--- config.mk ---
export PLATFORM = sky130hd
export DESIGN_NAME = led_blink_ctrl
export DESIGN_NICKNAME = d
export VERILOG_FILES = /design/src/rtl/led_blink_pkg.sv /design/src/rtl/led_debounce.sv /design/src/rtl/led_blink_ctrl.sv
export SDC_FILE = /design/constraint.sdc
export NUM_CORES = 1
export LEC_CHECK = 0
export ABC_AREA = 1
export BUFFER_PORTS_ARGS = -buffer_cell sky130_fd_sc_hd__buf_2
export CORE_MARGIN = 2
export CORE_UTILIZATION = 60
export DETAILED_ROUTE_END_ITERATION = 7
export PLACE_DENSITY = 0.78
export SLEW_MARGIN = 20
export SYNTH_ARGS = -nofsm -noshare
export SYNTH_HDL_FRONTEND = slang
export SYNTH_SLANG_ARGS = --single-unit
export TNS_END_PERCENT = 5
--- constraint.sdc ---
create_clock -name FAB_CLK -period 1.8 [get_ports FAB_CLK]
set_input_delay 0.27 -clock FAB_CLK [delete_from_list [all_inputs] [get_ports FAB_CLK]]
set_output_delay 0.27 -clock FAB_CLK [all_outputs]
set_load 0.03 [all_outputs]
--- src/rtl/led_blink_pkg.sv ---
`default_nettype none
// ============================================================================
// Module   : led_blink_pkg
// Summary  : Shared types and constants for the LED pattern engine: the mode
//            encoding, the PWM counter width and the mode-advance helper.
// Revision : 1.0 - initial release
// ============================================================================
package led_blink_pkg;

    typedef enum logic [1:0] {
        MODE_OFF     = 2'd0,
        MODE_BLINK   = 2'd1,
        MODE_CHASE   = 2'd2,
        MODE_BREATHE = 2'd3
    } mode_e;

    localparam int PWM_W = 4;

    // Press order: OFF -> BLINK -> CHASE -> BREATHE -> OFF
    function automatic mode_e next_mode(input mode_e cur);
        mode_e nxt;
        case (cur)
            MODE_OFF:   nxt = MODE_BLINK;
            MODE_BLINK: nxt = MODE_CHASE;
            MODE_CHASE: nxt = MODE_BREATHE;
            default:    nxt = MODE_OFF;
        endcase
        return nxt;
    endfunction

endpackage
`default_nettype wire

--- src/rtl/led_debounce.sv ---
`default_nettype none
// ============================================================================
// Module   : led_debounce
// Summary  : Two-flop synchroniser, tick-based debouncer and press pulse
//            generator for the mode push-button.
// Revision : 1.0 - initial release
// ============================================================================
module led_debounce
    import led_blink_pkg::*;
#(
    parameter int DEBOUNCE_TICKS = 20
) (
    input  logic FAB_CLK,
    input  logic RESET,
    input  logic TICK,
    input  logic i_btn,
    output logic o_press
);

    localparam int c_DB_W = (DEBOUNCE_TICKS > 1) ? $clog2(DEBOUNCE_TICKS) : 1;
    localparam logic [c_DB_W-1:0] c_DB_LAST = c_DB_W'(DEBOUNCE_TICKS - 1);

    logic              r_sync1;
    logic              r_sync2;
    logic              r_level;
    logic              r_press;
    logic [c_DB_W-1:0] r_cnt;

    // Bring the asynchronous button into the FAB_CLK domain
    always_ff @(posedge FAB_CLK) begin
        if (RESET) begin
            r_sync1 <= 1'b0;
            r_sync2 <= 1'b0;
        end else begin
            r_sync1 <= i_btn;
            r_sync2 <= r_sync1;
        end
    end

    // Accept a new level only after it differs on consecutive ticks; any
    // cycle where it matches the accepted level restarts the count
    always_ff @(posedge FAB_CLK) begin
        if (RESET) begin
            r_level <= 1'b0;
            r_cnt   <= '0;
            r_press <= 1'b0;
        end else begin
            r_press <= 1'b0;
            if (r_sync2 == r_level) begin
                r_cnt <= '0;
            end else if (TICK) begin
                if (r_cnt == c_DB_LAST) begin
                    r_level <= r_sync2;
                    r_cnt   <= '0;
                    r_press <= r_sync2;   // only the 0->1 change is an event
                end else begin
                    r_cnt <= r_cnt + c_DB_W'(1);
                end
            end
        end
    end

    assign o_press = r_press;

endmodule
`default_nettype wire

--- src/rtl/led_blink_ctrl.sv ---
`default_nettype none
// ============================================================================
// Module   : led_blink_ctrl
// Summary  : LED pattern engine. Divides FAB_CLK to a slow tick, debounces the
//            mode button and drives OFF / BLINK / CHASE / BREATHE patterns.
// Revision : 1.0 - initial release
// ============================================================================
module led_blink_ctrl
    import led_blink_pkg::*;
#(
    parameter int CLK_HZ          = 100000000,
    parameter int TICK_HZ         = 1000,
    parameter int NUM_LEDS        = 8,
    parameter int DEBOUNCE_TICKS  = 20,
    parameter int BASE_STEP_TICKS = 512
) (
    input  logic                FAB_CLK,
    input  logic                RESET,
    input  logic                BTN_MODE,
    input  logic [1:0]          RATE_SEL,
    output logic [NUM_LEDS-1:0] LED,
    output logic [1:0]          MODE,
    output logic                TICK
);

    localparam int c_DIV    = CLK_HZ / TICK_HZ;
    localparam int c_PRE_W  = $clog2(c_DIV);
    localparam int c_STEP_W = $clog2(BASE_STEP_TICKS);
    localparam int c_PER_W  = c_STEP_W + 1;

    localparam logic [c_PRE_W-1:0]  c_PRE_LAST = c_PRE_W'(c_DIV - 1);
    localparam logic [c_PRE_W-1:0]  c_PRE_ARM  = c_PRE_W'(c_DIV - 2);
    localparam logic [c_PER_W-1:0]  c_BASE     = c_PER_W'(BASE_STEP_TICKS);
    localparam logic [PWM_W-1:0]    c_DUTY_MAX = '1;
    localparam logic [NUM_LEDS-1:0] c_LED_ONE  = NUM_LEDS'(1);

    logic [c_PRE_W-1:0]  r_pre_cnt;
    logic                r_tick;
    logic [PWM_W-1:0]    r_pwm;
    logic [c_STEP_W-1:0] r_step_cnt;
    logic [1:0]          r_rate;
    logic                r_step;
    logic [PWM_W-1:0]    r_duty;
    logic                r_dir_up;
    mode_e               r_mode;
    logic [NUM_LEDS-1:0] r_led;

    logic                w_press;
    mode_e               w_mode_nxt;
    logic [c_PER_W-1:0]  w_period_m1;
    logic                w_pwm_on;

    assign w_mode_nxt  = next_mode(r_mode);
    assign w_period_m1 = (c_BASE >> r_rate) - c_PER_W'(1);
    assign w_pwm_on    = (r_pwm < r_duty);

    led_debounce #(
        .DEBOUNCE_TICKS (DEBOUNCE_TICKS)
    ) u_debounce (
        .FAB_CLK (FAB_CLK),
        .RESET   (RESET),
        .TICK    (r_tick),
        .i_btn   (BTN_MODE),
        .o_press (w_press)
    );

    // Prescaler; the tick flop is armed one count early so it is high exactly
    // while the counter sits at its terminal value. PWM advances on ticks.
    always_ff @(posedge FAB_CLK) begin
        if (RESET) begin
            r_pre_cnt <= '0;
            r_tick    <= 1'b0;
            r_pwm     <= '0;
        end else begin
            r_pre_cnt <= (r_pre_cnt == c_PRE_LAST) ? '0 : r_pre_cnt + c_PRE_W'(1);
            r_tick    <= (r_pre_cnt == c_PRE_ARM);
            if (r_tick) begin
                r_pwm <= r_pwm + PWM_W'(1);
            end
        end
    end

    // Mode FSM, step timer and pattern register; a press reinitialises
    // everything and swallows any step or tick landing in the same cycle
    always_ff @(posedge FAB_CLK) begin
        if (RESET) begin
            r_mode     <= MODE_OFF;
            r_led      <= '0;
            r_step_cnt <= '0;
            r_rate     <= 2'd0;
            r_step     <= 1'b0;
            r_duty     <= '0;
            r_dir_up   <= 1'b1;
        end else begin
            r_step <= 1'b0;
            if (w_press) begin
                r_mode     <= w_mode_nxt;
                r_step_cnt <= '0;
                r_rate     <= RATE_SEL;
                r_duty     <= '0;
                r_dir_up   <= 1'b1;
                case (w_mode_nxt)
                    MODE_BLINK: r_led <= '1;
                    MODE_CHASE: r_led <= c_LED_ONE;
                    default:    r_led <= '0;
                endcase
            end else begin
                if (r_tick) begin
                    if ({1'b0, r_step_cnt} == w_period_m1) begin
                        r_step     <= 1'b1;
                        r_step_cnt <= '0;
                        r_rate     <= RATE_SEL;   // new rate only at a period boundary
                    end else begin
                        r_step_cnt <= r_step_cnt + c_STEP_W'(1);
                    end
                end
                case (r_mode)
                    MODE_OFF: begin
                        r_led <= '0;
                    end
                    MODE_BLINK: begin
                        if (r_step) r_led <= ~r_led;
                    end
                    MODE_CHASE: begin
                        if (r_step) r_led <= {r_led[NUM_LEDS-2:0], r_led[NUM_LEDS-1]};
                    end
                    default: begin
                        r_led <= {NUM_LEDS{w_pwm_on}};
                        if (r_step) begin
                            if (r_dir_up) begin
                                if (r_duty == c_DUTY_MAX) begin
                                    r_duty   <= r_duty - PWM_W'(1);
                                    r_dir_up <= 1'b0;
                                end else begin
                                    r_duty <= r_duty + PWM_W'(1);
                                end
                            end else begin
                                if (r_duty == '0) begin
                                    r_duty   <= r_duty + PWM_W'(1);
                                    r_dir_up <= 1'b1;
                                end else begin
                                    r_duty <= r_duty - PWM_W'(1);
                                end
                            end
                        end
                    end
                endcase
            end
        end
    end

    assign LED  = r_led;
    assign MODE = r_mode;
    assign TICK = r_tick;

endmodule
`default_nettype wire
# == After elaboration in Yosys (flattened, before gate mapping) ==
# Index checks and enable logic that the tools add are counted.
# totals
reg_bits,58
latchBits,0
ramBits,0
romBits,0
inputBits,5
output_inout_bits,11
word_cells,73
memories,0
# classes
addsub,7
mul,0
n_div,0
order_cmp,1
n_eq_ne,12
n_shift,1
muxes,18
n_bitwise,5
n_reduce_logical,14
# op_table
operator,count
17-bit equality test (second input constant),2
8-bit two-way mux,3
8-bit case mux with 3 select lines,1
17-bit by 1-bit adder with 17-bit output (second input constant),1
8-bit case mux with 2 select lines,1
4-bit two-way mux,3
9-bit by 10-bit equality test with 1-bit output,1
10-bit by 2-bit right shift with 10-bit output (first input constant),1
10-bit by 1-bit subtractor with 10-bit output (second input constant),1
9-bit by 1-bit adder with 9-bit output (second input constant),1
9-bit two-way mux,1
4-bit by 1-bit adder with 4-bit output (second input constant),2
8-bit NOT,1
2-bit two-way mux,3
3-bit by 2-bit inequality test with 1-bit output (second input constant),2
2-bit case mux with 3 select lines,1
2-bit AND reduction,3
2-bit OR reduction,3
3-bit OR reduction,2
5-bit by 1-bit adder with 5-bit output (second input constant),1
5-bit equality test (second input constant),1
5-bit two-way mux,1
2-bit by 1-bit equality test with 1-bit output (second input constant),2
2-bit equality test (second input constant),2
other kinds (11),18

# == Logic depth before layout (Yosys ltp) ==
# Gate-level depths: netlist of run 1.
# depth
word_depth,6
mapped_depth,10
ltp_nobuf,10

# == By module ==
# A second synthesis of run 1 with hierarchy kept.
# hier_totals
cells_unflattened,422
hier_area_um2,3071.7
# modules_own_cells
mod,instances,cells_each,area_each_um2,seq_area_each_um2
led_blink_ctrl,1,370,2647.5,980.9
led_debounce,1,52,424.2,180.2

# == Worst setup path after synthesis of run 1 ==
# No wires, ideal clock.
# synth_path
path_kind,register -> register
startpoint,"register r_mode[0], in the netlist MODE[0]"
endpoint,"register r_led[1], in the netlist LED[1]"
setup_time_ns,0.125
t_arrival_ns,1.636
required_ns,1.675
setup_slack_ns,0.038
stages_incl_launch_ff,8
n_path_buf,1
period_less_slack_ns,1.762
cell_sequence,dfxtp_1 > inv_1 > ha_1 > buf_2 > o21ai_2 > inv_1 > a21oi_2 > a21oi_1
# synth_via
elab_chain_len,5
elab_cells_between_ends,12
classes_between,eq/ne (6); mux (4); reduce/logical (2)
# synth_lines
element,line_no,rtl
start: declaration,led_blink_ctrl.sv:45,mode_e r_mode;
start signal: assignment,led_blink_ctrl.sv:97,r_mode <= w_mode_nxt;
2-bit equality test (tied with other cells),"led_blink_pkg.sv:22, led_blink_ctrl.sv:117",
2-bit case mux with 3 select lines,led_blink_pkg.sv:22,case (cur)
2-bit equality test / 2-bit by 1-bit equality test with 1-bit output (equally long branches),led_blink_ctrl.sv:102,case (w_mode_nxt)
8-bit case mux with 2 select lines,led_blink_ctrl.sv:102,
8-bit two-way mux,led_blink_ctrl.sv:96,if (w_press) begin
end signal: assignment,led_blink_ctrl.sv:104,MODE_CHASE: r_led <= c_LED_ONE;
end signal: assignment,led_blink_ctrl.sv:122,if (r_step) r_led <= ~r_led;
end signal: assignment,led_blink_ctrl.sv:125,"if (r_step) r_led <= {r_led[NUM_LEDS-2:0], r_led[NUM_LEDS-1]};"
end: declaration,led_blink_ctrl.sv:46,logic [NUM_LEDS-1:0] r_led;
# Several ways; a longest one is shown, not always the timed one.
# A chain may end at the register's enable or synchronous reset.

# == Final worst setup path of run 1 ==
# layout_path
startpoint,"register r_mode[0], in the netlist MODE[0]"
endpoint,"register r_led[6], in the netlist LED[6]"
# The elaborated chain is that of the path after synthesis.

==> results of run 1 <==
## power by group
part	switching [uW]	internal, uW	total [uW]
combinational	35.1	17.2	52.4
clock	579	790	1370
sequential	7.19	1290	1300
## cell usage after synthesis, drive strengths merged
cell type  instances
nand2            114
nor2              68
dfxtp             58
inv               53
a21oi             31
o21ai             28
nand3             23
ha                14
nor3              12
nand4             10
xor2               8
xnor2              5
clkbuf             4
buf                3
or2                3
a31oi              2
nor3b              2
o211ai             2
a211oi             1
clkinv             1
## worst max path at each step
stage                         start                  end  slack [ns]  cells past startpoint
2_1_floorplan  MODE[0]$_SDFFE_PP0P_  LED[1]$_SDFFE_PP0P_        0.04                      7
5_1_grt        MODE[0]$_SDFFE_PP0P_  LED[6]$_SDFFE_PP0P_       0.007                      6
6_report       MODE[0]$_SDFFE_PP0P_  LED[6]$_SDFFE_PP0P_        0.18                      6
4_1_cts        MODE[0]$_SDFFE_PP0P_  LED[6]$_SDFFE_PP0P_        0.19                      6
3_5_place_dp   MODE[0]$_SDFFE_PP0P_  LED[6]$_SDFFE_PP0P_        0.19                      6
3_3_place_gp   MODE[0]$_SDFFE_PP0P_  LED[3]$_SDFFE_PP0P_        0.27                      6
## repair_timing
action                                  in CTS  in global routing
setup buffers                                0                  0
gates resized for setup                      0                  1
hold buffers                                 0                  0
endpoints found under the setup margin       0                  1
## through the flow
stage	utilization (%)	instance area [um^2]	cells	hold slack, ns
after floorplan	-	2994	442	0.3391
after global placement	66.71	3172	524	0.3948
after detailed placement	66.71	3172	524	0.4201
after CTS	71.47	3398	540	0.1416
after global routing	71.53	3401	540	0.1351
final	71.53	3401	540	0.1445
## critical path: stages, from the launching register on
cell	delay, ns
dfxtp_1	0.37
inv_1	0.09
ha_1	0.32
o21ai_2	0.19
inv_1	0.08
a21oi_2	0.31
a21oi_1	0.14
## sequential cells by signal (all words and copies together) (netlist names), 2 cells and up
signal / count
r_pre_cnt: 17
LED: 8
MODE: 2
u_debounce.r_cnt: 5
r_rate: 2
r_step_cnt: 9
r_pwm: 4
r_duty: 4
## cell type report
class	instances	area [um^2]	share of cell area [%]
inverters	54	202.7	5.960
multi-input cells	323	1599	47.02
flip-flops and latches	58	1161	34.14
clock buffers	9	123.9	3.642
clock inverters	7	102.6	3.017
repair buffers	22	127.6	3.753
well taps	67	83.83	2.465
## cells by family (layout without fill, tap and decap cells)
group	count (synthesis)	in the layout	share of synthesized area [%]
and+or+nand+nor	232	232	32.39
buffers and inverters	61	92	7.898
AOI/OAI and AO/OA	64	64	11.28
xor gates and xnor gates	13	13	3.803
adders and majority gates	14	14	5.850
DFF	58	58	38.78
## layer usage
layer	vias up	global-route usage [%]
met3	12	6.158
met1	1246	30.19
li1	1471	-
met5	-	0
met4	0	9.325
met2	65	40.51
==> run metrics, run 1 <==
RR Startpoint MODE[0]$_SDFFE_PP0P_; Pwr Total 2718 uW; Clock Sinks 58; total wire length 6159 um; initial antenna violation count 0; met2 WL post-DR 2910 um; Top Metal Used met4; P&R area growth vs syn 13.58%; Worst-Skew Late Latency 0.35 ns; Vias 2794; Crit Reg-Reg Endpoint LED[6]$_SDFFE_PP0P_; n_diodes 0; Final HPWL DP 4317 um; actual slew at the worst max-slew pin 0.4812 ns; Setup WS post-layout 0.1760 ns; # fillers 428; clk slew on worst S/H paths 0.07 ns; Routed WL per cell 11.41 um; Root Buffer clkbuf_8; layout cells sized above 1 10.15%; global-route wire length before repair 10340 um; Reg2Reg Setup Slack 0.18 ns; cells after synthesis 442; GRT Util Overall 24.23%; largest net degree at the start of global routing 18; most common cell after layout, fill and taps aside nand2_1; CTS Buffer Depth 2; Starting Density 62.97%; Final Max Tran Viols 0; die width 74.64 um; GRT overflow 0; Syn Nets 461; commonest non-fill, non-tap cells in the layout 112 x nand2_1, 67 x nor2_1, 58 x dfxtp_1; Worst VDD drop 0.0006927 V; worst endpoint required time 2.01 ns; Yosys cell types 28; WL met3 282 um; CP Capture Type flop; Detailed Routing Iterations Pass 1 5; relative slew slack 67.88%; Yosys reg bits 58; setup TNS after final layout 0 ns; # IOs 16; H-tree Lvls 3; num rows 25; FF-to-FF path depth 6; Clock Skew 0.01002 ns; DRT iter0 DRCs 144; crit path DAT 1.84 ns; pwr/cell area 799.4 mW/mm^2; outcome completed; Synth area leader dfxtp_1; Crit Path Class flop to flop; cell leakage power 0.001428 uW; Num CTS Buffers 9; Min Clock Period, post-route 1.624 ns; WHS Endpoint r_rate[0]$_SDFFE_PP0P_; vias in the first global route 2433; met1 wire length 2858 um; mapped cell area 0.002994 mm^2; nets@finish 487; Fmax 615.8 MHz; Area contributors post-synth dfxtp_1 39%, nand2_1 14%, nor2_1 8.4%, inv_1 6.5%, ha_1 5.9%; Final setup viols 0; CTS tree done; DRC Markers 0; WHS Path Cells 3; RSZ-0062 raised after global routing no; Worst Path Max Fanout 10; core area 0.004755 mm^2; hold_sp RATE_SEL[0]; Placer Congestion 0.9280; Final Hold Vio Count 0; Hold Crit Class input pin to flop; fin crit share 90.22%; synth warn 0; max cap viols 0; sequential area share after synthesis 38.78%; vias per cell 5.174; Die ar. 0.005571 mm^2; remaining antenna violation count 0; startpoint types flop; Die Y-Extent 74.64 um; post-synth top area share 38.78%; Port Buffers 15; Syn Area/Cell 6.774 um^2; pre-CTS WS 0.1937 ns
Note: power is estimated with default switching activity, not from simulation.
==> run 2, diff against run 1 <==
--- a/config.mk
+++ b/config.mk
@@ -7,10 +7,12 @@
 export LEC_CHECK = 0
 export ABC_AREA = 1
 export BUFFER_PORTS_ARGS = -buffer_cell sky130_fd_sc_hd__buf_2
+export CAP_MARGIN = 20
 export CORE_MARGIN = 2
 export CORE_UTILIZATION = 60
 export DETAILED_ROUTE_END_ITERATION = 7
 export PLACE_DENSITY = 0.78
+export REMOVE_ABC_BUFFERS = 1
 export SLEW_MARGIN = 20
 export SYNTH_ARGS = -nofsm -noshare
 export SYNTH_HDL_FRONTEND = slang
==> run metrics, run 2 (same netlist as run 1, synthesis figures left out) <==
multi-input logic area 0.001597 mm^2 (-0.16%); crit path DAT 1.77 ns (-0.07 ns); cell leakage power 0.001408 uW (-1.4%); Top delay family on crit path compound AO/OA/AOI/OAI gates; H-tree Lvls 3 (unchanged); critical path's slowest cell dfxtp_1; fin crit share 87.15% (-3.1 points); FF-to-FF path depth 6 (unchanged); actual slew at the worst max-slew pin 0.5578 ns (+0.07658 ns); Hold Crit Class input pin to flop; combinational power share 2.0% (about the same); Worst Path Max Fanout 10 (unchanged); Worst VDD drop 0.0005896 V (-15%); Root Buffer clkbuf_8; Num CTS Buffers 9 (unchanged); CTS Buffer Depth 2 (unchanged); Final HPWL DP 4309 um (-0.17%); nets@finish 486 (-0.21%); Fmax 637.4 MHz (+3.5%); startpoint types flop; post-layout util 70.39% (-1.1 points); Most flops, register r_pre_cnt; Most common cell on crit path inv_1; share of total power in the clock network 44.8% (-5.6 points); Die ar. 0.005571 mm^2 (unchanged); worst endpoint required time 2.00 ns (about the same); vias in the first global route 2404 (-1.2%); Placer Congestion 0.8790 (-5.3%); global-route wire length before repair 10010 um (-3.2%); P&R area growth vs syn 11.78%; internal power 1916 uW (-8.6%); total wire length 5748 um (-6.7%); Final setup viols 0 (unchanged); largest net degree at the start of global routing 18 (unchanged); Worst-Skew Late Latency 0.33 ns (-0.02 ns); layout cells sized above 1 9.322% (-0.83 points); die width 74.64 um (unchanged); sequential power share 53.2% (+5.5 points); outcome completed; setup bufs post-CTS 0 (unchanged); CP Capture Type flop; GRT overflow 0 (unchanged); sw frac 21.42% (-1.4 points); Final Hold Vio Count 0 (unchanged); Crit Path Class flop to flop; GRT Util Overall 22.81% (-1.4 points); DRC Markers 0 (unchanged); CTS Hold Buffers Added 0 (unchanged); Clock Sinks 58 (unchanged); Die Y-Extent 74.64 um (unchanged); Final Max Tran Viols 0 (unchanged); # IOs 16 (unchanged); commonest non-fill, non-tap cells in the layout 113 x nand2_1, 67 x nor2_1, 58 x dfxtp_1; CTS resizes 0 (unchanged); Routed WL per cell 10.66 um (-6.5%); num rows 25 (unchanged); Port Buffers 15 (unchanged); WHS Path Cells 3 (unchanged); initial antenna violation count 0 (unchanged); crit-path cells inv_1 > ha_1 > o21ai_2 > inv_1 > a21oi_2 > a21oi_1; pwr/cell area 728.5 mW/mm^2 (-8.9%); Switching Power 522.2 uW (-16%); Min Clock Period, post-route 1.569 ns (-0.05522 ns); RSZ-0062 raised after global routing no; most common cell after layout, fill and taps aside nand2_1; Clock Skew 0.008789 ns (-0.001231 ns); Worst path depth 6 (unchanged); n_diodes 0 (unchanged); setup TNS after final layout 0 ns (unchanged); vias per cell 5.137 (-0.71%); Detailed Routing Iterations Pass 1 4 (-1); CTS tree done; FF+latch area 0.001161 mm^2 (unchanged); remaining antenna violation count 0 (unchanged); Crit path buffers/inverters 2 (unchanged); core area 0.004755 mm^2 (unchanged); DRT iter0 DRCs 162 (+13%); slowest stage delay, CP 0.38 ns (about the same); relative slew slack 62.67% (-5.2 points); # fillers 413 (-3.5%); Vias 2769 (-0.89%); max cap viols 0 (unchanged); Starting Density 62.97% (unchanged); clk slew on worst S/H paths 0.06 ns (about the same); max reg flops 17 (unchanged)
[run 2: tightest hold or removal path, delay by kind of cell]
family	cells	cell delay [ns]
buffers and inverters	2	0.10
and+or+nand+nor	1	0.07
[run 2: path summary, 6_finish.rpt]
check / from / endpoint / slack, ns
worst max register to register: MODE[0]$_SDFFE_PP0P_ / LED[4]$_SDFFE_PP0P_ / 0.23
worst min-delay path: BTN_MODE / u_debounce.r_sync1$_SDFF_PP0_ / 0.15
worst min register to register: u_debounce.r_sync1$_SDFF_PP0_ / u_debounce.r_sync2$_SDFF_PP0_ / 0.41
worst max-delay path: MODE[0]$_SDFFE_PP0P_ / LED[4]$_SDFFE_PP0P_ / 0.23
[run 2: power groups by stage]
stage / sequential, uW / clock [uW] / combinational [uW]
finish: 1300 / 1090 / 49.2
floorplan: 1320 / 0 / 30.9
CTS: 1300 / 1110 / 49.7
detailed placement: 1330 / 0 / 49.3
global route: 1300 / 1170 / 57.0
global placement: 1330 / 0 / 47.8
[run 2: routing by layer]
metal / vias to the layer above / wire length (um) / GRT usage (%)
met1: 1253 / 2838 / 30.16
met3: 6 / 197 / 4.418
met2: 45 / 2653 / 37.46
li1: 1465 / - / -
met5: - / 0 / 0
met4: 0 / 58 / 7.937
[run 2: through the flow]
stage          power (uW)  cells  hold slack, ns  setup slack [ns]  instance area, um^2
6_report             2438    539          0.1517            0.2312                 3347
5_1_grt              2530    539          0.1563            0.1028                 3347
4_1_cts              2461    539          0.1465            0.2163                 3347
3_5_place_dp         1376    523          0.4022            0.2272                 3164
3_3_place_gp         1374    523          0.3917            0.2929                 3164
2_1_floorplan        1356    435          0.3391           0.06257                 2960
[run 2: layout make-up]
type                            instances  area share (%)
Multi-Input combinational cell        323           47.70
Tap cell                               67           2.505
Sequential cell                        58           34.69
Clock buffer                           14           5.159
Inverter                               54           6.056
Timing Repair Buffer                   21           3.589
Clock inverter                          2          0.2991
==> run 3, diff against run 2 <==
--- a/config.mk
+++ b/config.mk
@@ -5,7 +5,6 @@
 export SDC_FILE = /design/constraint.sdc
 export NUM_CORES = 1
 export LEC_CHECK = 0
-export ABC_AREA = 1
 export BUFFER_PORTS_ARGS = -buffer_cell sky130_fd_sc_hd__buf_2
 export CAP_MARGIN = 20
 export CORE_MARGIN = 2
==> run metrics, run 3 <==
Clock Skew 0.006363 ns (-0.002426 ns); core area 0.004786 mm^2 (+0.66%); FF-to-FF path depth 6 (unchanged); post-synth top area share 38.54% (-0.24 points); Detailed Routing Iterations Pass 1 4 (unchanged); Starting Density 62.95% (about the same); Area contributors post-synth dfxtp_1 39%, ha_1 5.8%, xnor2_1 4.7%, nor2_1 4.5%, xor2_1 4.4%; crit-path cells inv_1 > ha_1 > or2_2 > a21oi_4 > o31ai_1 > a221oi_1; Min Clock Period, post-route 1.733 ns (+0.1643 ns); P&R area growth vs syn 16.40%; Num CTS Buffers 9 (unchanged); crit path DAT 1.98 ns (+0.21 ns); max reg flops 17 (unchanged); H-tree Lvls 3 (unchanged); RR Startpoint r_duty[2]$_SDFFE_PP0P_; post-layout util 73.28% (+2.9 points); Vias 2548 (-8.0%); synth warn 0 (unchanged); layout cells sized above 1 16.45% (+7.1 points); Worst-Skew Late Latency 0.34 ns (about the same); WHS Endpoint u_debounce.r_sync1$_SDFF_PP0_; CTS tree done; slowest stage delay, CP 0.35 ns (-0.03 ns); Crit path buffers/inverters 1 (-1); Crit Reg-Reg Endpoint LED[7]$_SDFFE_PP0P_; Synth area leader dfxtp_1; Final HPWL DP 4138 um (-4.0%); sequential area share after synthesis 38.54% (-0.24 points); Die Y-Extent 74.86 um (+0.29%); critical path's slowest cell dfxtp_1; max cap viols 0 (unchanged); Die ar. 0.005604 mm^2 (+0.59%); most frequent cells after synthesis 58 x dfxtp_1, 36 x nor2_1, 23 x nand2_1, 19 x inv_1; cells after synthesis 348 (-21%); Reg2Reg Setup Slack 0.07 ns (-0.16 ns); relative slew slack 62.79% (+0.12 points); most common cell after layout, fill and taps aside dfxtp_1; Most flops, register r_pre_cnt; remaining antenna violation count 0 (unchanged); CP Capture Type flop; Root Buffer clkbuf_8; initial antenna violation count 0 (unchanged); Yosys cell types 52 (+86%); largest net degree at the start of global routing 30 (+12); Final Max Tran Viols 0 (unchanged); worst endpoint required time 2.04 ns (+0.04 ns); Top delay family on crit path compound AO/OA/AOI/OAI gates; fin crit share 96.28% (+9.1 points); startpoint types flop; Port Buffers 15 (unchanged); total wire length 6123 um (+6.5%); CTS Buffer Depth 2 (unchanged); DRC Markers 0 (unchanged); die width 74.86 um (+0.29%); cell leakage power 0.001268 uW (-10%); WHS Path Cells 2 (-1); Clock Sinks 58 (unchanged); global-route wire length before repair 10280 um (+2.7%); commonest non-fill, non-tap cells in the layout 57 x dfxtp_1, 36 x nor2_1, 23 x nand2_1; Fmax 577.0 MHz (-9.5%); clk slew on worst S/H paths 0.06 ns (about the same); nets@finish 397 (-18%); GRT overflow 0 (unchanged); pwr/cell area 773.9 mW/mm^2 (+6.2%); hold_sp BTN_MODE; Final Hold Vio Count 0 (unchanged); n_diodes 0 (unchanged); Hold Crit Class input pin to flop; EDFF count, synth 0 (unchanged); most frequent cell after synthesis dfxtp_1; placed instance area 0.003222 mm^2 (+1.8%); # fillers 367 (-11%); mapped cell area 0.003013 mm^2 (+0.63%); actual slew at the worst max-slew pin 0.5559 ns (-0.001874 ns); Placer Congestion 0.8634 (-1.8%); setup TNS after final layout 0 ns (unchanged); Syn Area/Cell 8.658 um^2 (+28%); Routed WL per cell 13.61 um (+28%); outcome completed; Worst VDD drop 0.0008080 V (+37%); # IOs 16 (unchanged); ys async rst share 0% (unchanged); vias in the first global route 2375 (-1.2%); Worst Path Max Fanout 8 (-2); CTS Hold Buffers Added 0 (unchanged); final instance area 0.003507 mm^2 (+4.8%); num rows 25 (unchanged); Yosys reg bits 58 (unchanged); Final setup viols 0 (unchanged); Top FF cell, synth dfxtp_1; GRT Util Overall 24.20% (+1.4 points); vias per cell 5.662 (+10%); Crit Path Class flop to flop; DRT iter0 DRCs 105 (-35%)
run 3: cell types whose count changed in the layout (fill, tap and decap cells not counted), sizes merged, moves of 9 or more:
cell	delta
nand2	-91
buf	+11
inv	-34
nor2	-32
a21oi	-13
o21ai	-21
xnor2	+11
o31ai	+9
nand2b	+12
run 3: worst max-delay path by stage:
stage | from | to | slack [ns] | cells past startpoint
after floorplan | MODE[1]$_SDFFE_PP0P_ | LED[1]$_SDFFE_PP0P_ | -0.26 | 5
after global placement | r_duty[2]$_SDFFE_PP0P_ | LED[3]$_SDFFE_PP0P_ | 0.1 | 6
after detailed placement | MODE[0]$_SDFFE_PP0P_ | LED[7]$_SDFFE_PP0P_ | 0.04 | 7
after CTS | MODE[0]$_SDFFE_PP0P_ | LED[7]$_SDFFE_PP0P_ | 0.02 | 7
after global routing | r_duty[3]$_SDFFE_PP0P_ | LED[7]$_SDFFE_PP0P_ | -0.02 | 7
final | r_duty[2]$_SDFFE_PP0P_ | LED[7]$_SDFFE_PP0P_ | 0.07 | 6
run 3: cells by family after synthesis:
group / share of synthesized area (%)
fa+ha+maj: 5.814
xor+xnor: 9.012
mux: 2.367
simple gates: 26.12
flops: 38.54
buf+inv: 4.319
compound gates: 13.83
run 3: metal layers:
layer | vias up | share of wire, % | global-route usage [%]
met3 | 14 | 4.5 | 6.827
met2 | 50 | 47 | 37.91
met4 | 0 | 2.3 | 11.51
met5 | - | 0 | 0
met1 | 1195 | 47 | 30.87
li1 | 1289 | - | -
run 3: power by group:
part           internal, uW  leakage, uW  switching, uW
registers              1300     0.000469           17.2
clock network           812     0.000109            505
logic                  35.1     0.000690           45.4
run 3: through the flow:
stage	hold WS (ns)	worst slack, ns	power [uW]	instances
global placement	0.4543	0.09634	1422	431
detailed placement	0.4525	0.03536	1426	431
finish	0.2161	0.06691	2714	450
global route	0.2070	-0.02310	2816	450
floorplan	0.3416	-0.2579	1391	335
CTS	0.2097	0.01779	2741	447
run 3: worst register-to-register path: cells and delay by family (launching register included):
kind,cells,cell delay (ns)
buffers and inverters,1,0.10
AO/OA/AOI/OAI,3,0.63
flip-flops,1,0.35
AND/OR/NAND/NOR,1,0.30
adder cells (fa/ha/maj),1,0.27
run 3: area by class of cell:
cell class              instances  area [um^2]  area share [%]
clock buffers                  11        141.4           4.031
clock inverters                 5        77.57           2.212
inverters                      20        75.07           2.141
multi-input cells             257         1764           50.30
flip-flops and latches         58         1162           33.14
well taps                      67        83.83           2.390
repair buffers                 32        202.7           5.780
run 3: repair_timing:
item / in CTS / in global routing
gates resized for setup: 0 / 9
buffers inserted: 0 / 3
setup endpoints to repair: 0 / 10
